## config.mk

```make
export PLATFORM = sky130hd
export DESIGN_NAME = early_debouncer
export DESIGN_NICKNAME = d
export VERILOG_FILES = /design/src/rtl/early_debouncer.sv
export SDC_FILE = /design/constraint.sdc
export NUM_CORES = 1
export LEC_CHECK = 0
export CORE_AREA = 4 4 41 43
export CTS_CLUSTER_DIAMETER = 50
export DETAILED_ROUTE_END_ITERATION = 10
export DIE_AREA = 0 0 45 47
export HOLD_SLACK_MARGIN = 0.05
export PLACE_DENSITY = 0.56
export SLEW_MARGIN = 5
export SYNTH_ARGS = -nofsm -noshare
export SYNTH_HDL_FRONTEND = slang
export SYNTH_SLANG_ARGS = --single-unit
```

## constraint.sdc

```tcl
create_clock -name clk -period 2.2 [get_ports clk]
set_clock_uncertainty 0.1 [all_clocks]
set_input_delay 0.66 -clock clk [delete_from_list [all_inputs] [get_ports clk]]
set_output_delay 0.66 -clock clk [all_outputs]
set_load 0.005 [all_outputs]
```

## src/rtl/early_debouncer.sv

```systemverilog
// early_debouncer: accepts the first switch edge at once, then locks out for TICKS tick pulses
// Ports: clk, reset_n (sync, active-low), sw (raw switch), tick (enable from mod-M counter),
// db_level (clean level), rise_tick/fall_tick (one-cycle edge pulses), busy (lockout active).
// Macro EARLY_DB_SYNC_EN adds a 2-flop input synchronizer; undefined, sw is used directly.
module early_debouncer #(
  parameter int TICKS = 2
) (
  input  logic clk,
  input  logic reset_n,
  input  logic sw,
  input  logic tick,
  output logic db_level,
  output logic rise_tick,
  output logic fall_tick,
  output logic busy
);
  localparam int CW = $clog2(TICKS + 1);
  typedef enum logic [1:0] {ZERO, WAIT1, ONE, WAIT0} state_t;
  state_t state, state_nx;
  logic [CW-1:0] cnt, cnt_nx;
  logic sw_s;
`ifdef EARLY_DB_SYNC_EN
  logic [1:0] sync;
  always_ff @(posedge clk)
    if (!reset_n) sync <= '0;
    else sync <= {sync[0], sw};
  assign sw_s = sync[1];
`else
  assign sw_s = sw;
`endif
  always_comb begin
    state_nx = state;
    cnt_nx = cnt;
    case (state)
      ZERO: if (sw_s) begin
        state_nx = WAIT1;
        cnt_nx = CW'(TICKS);
      end
      ONE: if (!sw_s) begin
        state_nx = WAIT0;
        cnt_nx = CW'(TICKS);
      end
      default: if (tick && cnt != '0) begin
        cnt_nx = cnt - 1'b1;
        if (cnt == CW'(1)) state_nx = (state == WAIT1) ? ONE : ZERO;
      end
    endcase
  end
  // outputs are decoded from the next state so they stay registered yet change on the same edge
  always_ff @(posedge clk)
    if (!reset_n) begin
      state <= ZERO;
      cnt <= '0;
      db_level <= 1'b0;
      rise_tick <= 1'b0;
      fall_tick <= 1'b0;
      busy <= 1'b0;
    end else begin
      state <= state_nx;
      cnt <= cnt_nx;
      db_level <= state_nx == WAIT1 || state_nx == ONE;
      rise_tick <= state == ZERO && state_nx == WAIT1;
      fall_tick <= state == ONE && state_nx == WAIT0;
      busy <= state_nx == WAIT1 || state_nx == WAIT0;
    end
endmodule
```

Yosys cells after proc, flatten, opt, wreduce, memory -nomap -nowiden
Index checks and enable logic that the tools add are counted.
{"block": "totals", "romBits": 0, "in_bits": 4, "latch_bits": 0, "wordCells": 34, "out_inout_bits": 4, "register_bits": 8, "ram_bits": 0, "mem_count": 0}
{"block": "op_classes", "add_sub_neg": 1, "div_mod_pow": 0, "n_eq_ne": 8, "mul": 0, "n_bitwise": 0, "n_mux": 10, "n_shift": 0, "magnitude_cmp": 0, "reduce_logical": 9}
{"operator": "2-bit 2-to-1 mux", "n": 8}
{"operator": "2-bit one-hot mux with 2 select lines", "n": 2}
{"operator": "2-bit by 1-bit == test with 1-bit output, second input constant", "n": 3}
{"operator": "2-bit == test, second input constant", "n": 3}
{"operator": "2-bit != test, second input constant", "n": 2}
{"operator": "1-bit logical AND", "n": 3}
{"operator": "3-bit AND reduction", "n": 1}
{"operator": "3-bit nonzero test", "n": 1}
{"operator": "2-bit zero test", "n": 1}
{"operator": "1-bit logical OR", "n": 2}
{"operator": "2-bit nonzero test", "n": 1}
{"operator": "2-bit by 1-bit subtractor with 2-bit output, second input constant", "n": 1}

Longest topological paths before layout
{"block": "logic_depth", "ltp_word": 7, "ltp_mapped": 7, "mapped_depth_nobuf": 7}

Least setup slack after synthesis
Ideal clock, no wire load.
{"block": "synth_timing", "path_type": "register to register", "start": "reg cnt[0]", "end": "reg fall_tick", "slack_ns": 0.532, "n_path_buf": 0, "setup_time_ns": 0.118, "arrival_time_ns": 1.450, "period_less_slack_ns": 1.668, "required_time_ns": 1.982, "path_stages_with_launch": 8, "cell_sequence": "dfxtp_1 inv_1 ha_1 nand4b_2 xor2_1 inv_1 ha_1 and4b_2"}
{"block": "synth_between", "elab_chain_cells": 6, "word_cells_on_any_way": 8, "cone_classes": "2 x eq/ne; 3 x mux; 3 x reduce/logical"}
{"element": "start, declared", "line_no": "20", "source": "logic [CW-1:0] cnt, cnt_nx;"}
{"element": "start signal, assigned", "line_no": "60", "source": "cnt <= cnt_nx;"}
{"element": "2-bit by 1-bit == test with 1-bit output or 2-bit nonzero test (tied branches)", "line_no": "45, 43"}
{"element": "2-bit 2-to-1 mux or 1-bit logical AND (tied branches)", "line_no": "45, 43"}
{"element": "2-bit 2-to-1 mux (*)", "line_no": "43", "source": "default: if (tick && cnt != '0) begin"}
{"element": "2-bit one-hot mux with 2 select lines (*)", "line_no": "34", "source": "case (state)"}
{"element": "via state_nx[1]", "line_no": "19", "source": "state_t state, state_nx;"}
{"element": "2-bit == test (*)", "line_no": "63", "source": "fall_tick <= state == ONE && state_nx == WAIT0;"}
{"element": "1-bit logical AND (*)", "line_no": "63"}
{"element": "end signal, assigned", "line_no": "56", "source": "fall_tick <= 1'b0;"}
{"element": "end signal, assigned", "line_no": "63"}
{"element": "end, declared", "line_no": "14", "source": "output logic fall_tick,"}
The timed path passes the listed nets; every way through them passes the cells marked *.
A chain may end at the register's enable or synchronous reset.

Worst setup path after layout
{"block": "layout_timing", "start": "in tick", "end": "reg fall_tick"}
{"block": "layout_between", "elab_chain_cells": 5}
{"element": "start, declared", "line_no": "11", "source": "input logic tick,"}
{"element": "1-bit logical AND", "line_no": "43"}
{"element": "2-bit 2-to-1 mux", "line_no": "43"}
{"element": "2-bit one-hot mux with 2 select lines", "line_no": "34"}
{"element": "via state_nx[1]", "line_no": "19"}
{"element": "2-bit == test", "line_no": "63"}
{"element": "1-bit logical AND", "line_no": "63"}
The timed path passes the listed nets, and every way through them passes these cells.

==> impl_metrics.env <==
export IMPL_syn_nets=41
export IMPL_core_um2=1300
export IMPL_grt_max_degree=9
export IMPL_fin_nets=55
export IMPL_hold_viol=0
export IMPL_final_common_cell="dfxtp_1"
export IMPL_track_usage_pct=6.98
export IMPL_holdBufCountCts=0
export IMPL_clock_latency_ns=0.25
export IMPL_cts_buffers=3
export IMPL_cts_sinks=8
export IMPL_cts_tree="yes"
export IMPL_path_cells="clkdlybuf4s50_1 > nand4b_2 > xor2_1 > inv_1 > ha_1 > and4b_2"
export IMPL_crit_arrival_ns=1.99
export IMPL_vias=258
export IMPL_timing_final_ws_setup_ns=0.251
export IMPL_hold_end="cnt[0]$_SDFFE_PN0P_"
export IMPL_whs_ns=0.399
export IMPL_netlist_instances=33
export IMPL_min_path_type="flop to flop"
export IMPL_vias_per_cell=4.30
export IMPL_stdcell_count=60
export IMPL_cp_required_ns=2.24
export IMPL_outcome="completed"
export IMPL_cts_setup_buffers=0
export IMPL_cts_resized=0
export IMPL_critPathKind="input port to flop"
export IMPL_final_cell_mix="dfxtp_1 (8), clkdlybuf4s50_1 (7), ha_1 (4)"
export IMPL_num_rows=13
export IMPL_ys_ff_latch=8
export IMPL_wirelength_um=571
export IMPL_power_mw=0.309
export IMPL_final_core_util_pct=37.8
export IMPL_setup_viol=0
export IMPL_crit_path_max_fanout=3
export IMPL_crit_path_end_kind="flop"
export IMPL_synth_warnings=0
export IMPL_timing_rr_end="fall_tick$_SDFF_PN0_"
export IMPL_clock_path_buffers=2
export IMPL_slew_headroom_pct=84.3
export IMPL_drc=0
export IMPL_tightest_slew_ns=0.235
export IMPL_fin_crit_ns=1.95
export IMPL_drive_gt1_share_pct=17.8
export IMPL_worstHoldStart="cnt[0]$_SDFFE_PN0P_"
export IMPL_crit_slowest_cell="clkdlybuf4s50_1"
export IMPL_reg2reg_slack_ns=0.41
export IMPL_antenna_found_initial=0
export IMPL_r2r_start="cnt[0]$_SDFFE_PN0P_"
export IMPL_die_x_um=45
export IMPL_yosysUniqueCellTypes=19
export IMPL_rsz0062_at_grt="no"
export IMPL_grt_overflow=0
export IMPL_antennaDiodeCount=0
export IMPL_finalCritPeriodShare_pct=88.6
export IMPL_drtIter0Drc=0
export IMPL_die_h_um=47
export IMPL_reg2reg_depth=7
export IMPL_grt_pass1_vias=249
export IMPL_portBuffers=7
export IMPL_start_util_pct=28.1
export IMPL_yosysSeqAreaShare_pct=43.8
export IMPL_ant_nets=0
export IMPL_cp_slowest_stage_delay_ns=0.49
export IMPL_max_freq_ghz=0.513
export IMPL_ir_drop_uv=348
export IMPL_syn_avg_cell_area_um2=11.1
export IMPL_hold_depth=1
export IMPL_wl_per_cell_um=9.52
export IMPL_gp_congestion=0.631
export IMPL_io_pins=8
export IMPL_dp_hpwl_um=473
export IMPL_drv_slew=0
export IMPL_fill_cells=134
export IMPL_die_area_um2=2120
export IMPL_drv_cap=0
export IMPL_dr_pass1_iters=1
export IMPL_area_growth_synth_to_final_pct=34.6
export IMPL_power_leakage_nw=0.232
export IMPL_cts_root_buf="clkbuf_4"
export IMPL_power_density_nw_per_um2=628
export IMPL_cts_clk_slew_worst_paths_ns=0.05
export IMPL_grt_pass1_wl_um=959
export IMPL_post_place_ws_ns=-0.0179
export IMPL_netlist_area_um2=365
export IMPL_dp_cells=57
export IMPL_cts_max_level=1
export IMPL_start_kind="input port"
## Yosys cell counts (all sizes together)
cell type / n / area share, %
dfxtp: 8 / 44
ha: 4 / 14
inv: 3 / 3.1
nand2b: 2 / 3.4
nor2b: 2 / 3.4
a21oi: 1 / 1.4
and2: 1 / 1.7
and3: 1 / 1.7
and3b: 1 / 2.4
and4b: 1 / 3.1
and4bb: 1 / 3.4
mux2i: 1 / 2.7
nand2: 1 / 1.0
nand4b: 1 / 4.1
o211a: 1 / 2.7
o21a: 1 / 2.1
o21ai: 1 / 1.4
xnor2: 1 / 2.4
xor2: 1 / 2.4
## power breakdown
group          internal, mW  switching, mW
clock network        0.0622         0.0472
registers             0.153        0.00475
logic                0.0267         0.0146
total                 0.242         0.0666
## cells by family after synthesis
logic type,Yosys count,share of synthesized area [%]
flops,8,43.8
compound gates,4,7.53
buf+inv,3,3.08
mux,1,2.74
xor+xnor,2,4.80
fa+ha+maj,4,13.7
simple gates,11,24.3
## flip-flops by register name, summed over array words and instances (netlist names)
name	flops
cnt	2
state	2
busy	1
db_level	1
fall_tick	1
rise_tick	1
## critical path: cells and delay by family
| kind | cells | cell delay (ns) |
|---|---|---|
| buf+inv | 2 | 0.56 |
| simple gates | 2 | 0.34 |
| xor+xnor | 1 | 0.24 |
| fa+ha+maj | 1 | 0.19 |
## area by class of cell
cell class | instances | area (µm²) | area share [%]
inverter | 3 | 11.3 | 2.29
sequential | 8 | 160 | 32.6
timing repair buffer | 9 | 85.1 | 17.3
multi-input combinational | 22 | 194 | 39.4
tap | 15 | 18.8 | 3.82
clock buffer | 3 | 22.5 | 4.58
## worst max-delay path by stage
stage / start / end / slack [ns] / cells past startpoint
after floorplan: cnt[0]$_SDFFE_PN0P_ / fall_tick$_SDFF_PN0_ / 0.53 / 7
after global placement: tick / fall_tick$_SDFF_PN0_ / -0.01 / 6
after detailed placement: tick / fall_tick$_SDFF_PN0_ / -0.02 / 6
after CTS: tick / fall_tick$_SDFF_PN0_ / 0.24 / 6
after global routing: tick / fall_tick$_SDFF_PN0_ / 0.15 / 6
final: tick / fall_tick$_SDFF_PN0_ / 0.25 / 6
## metrics by stage
| step | setup TNS [ns] | cell area [µm²] |
|---|---|---|
| floorplan | 0 | 365 |
| global placement | -0.0126 | 469 |
| detailed placement | -0.0179 | 469 |
| CTS | 0 | 492 |
| global route | 0 | 492 |
| finish | 0 | 492 |
## layer usage
layer	share of wire (%)	vias to the layer above	wire (µm)	track usage, %
li1	-	137	-	-
met1	40	113	228	6.21
met2	51	8	294	11.3
met3	8.4	0	48	6.90
met4	0	0	0	1.75
met5	0	-	0	0
No activity file was read; power rests on OpenSTA's default activity.
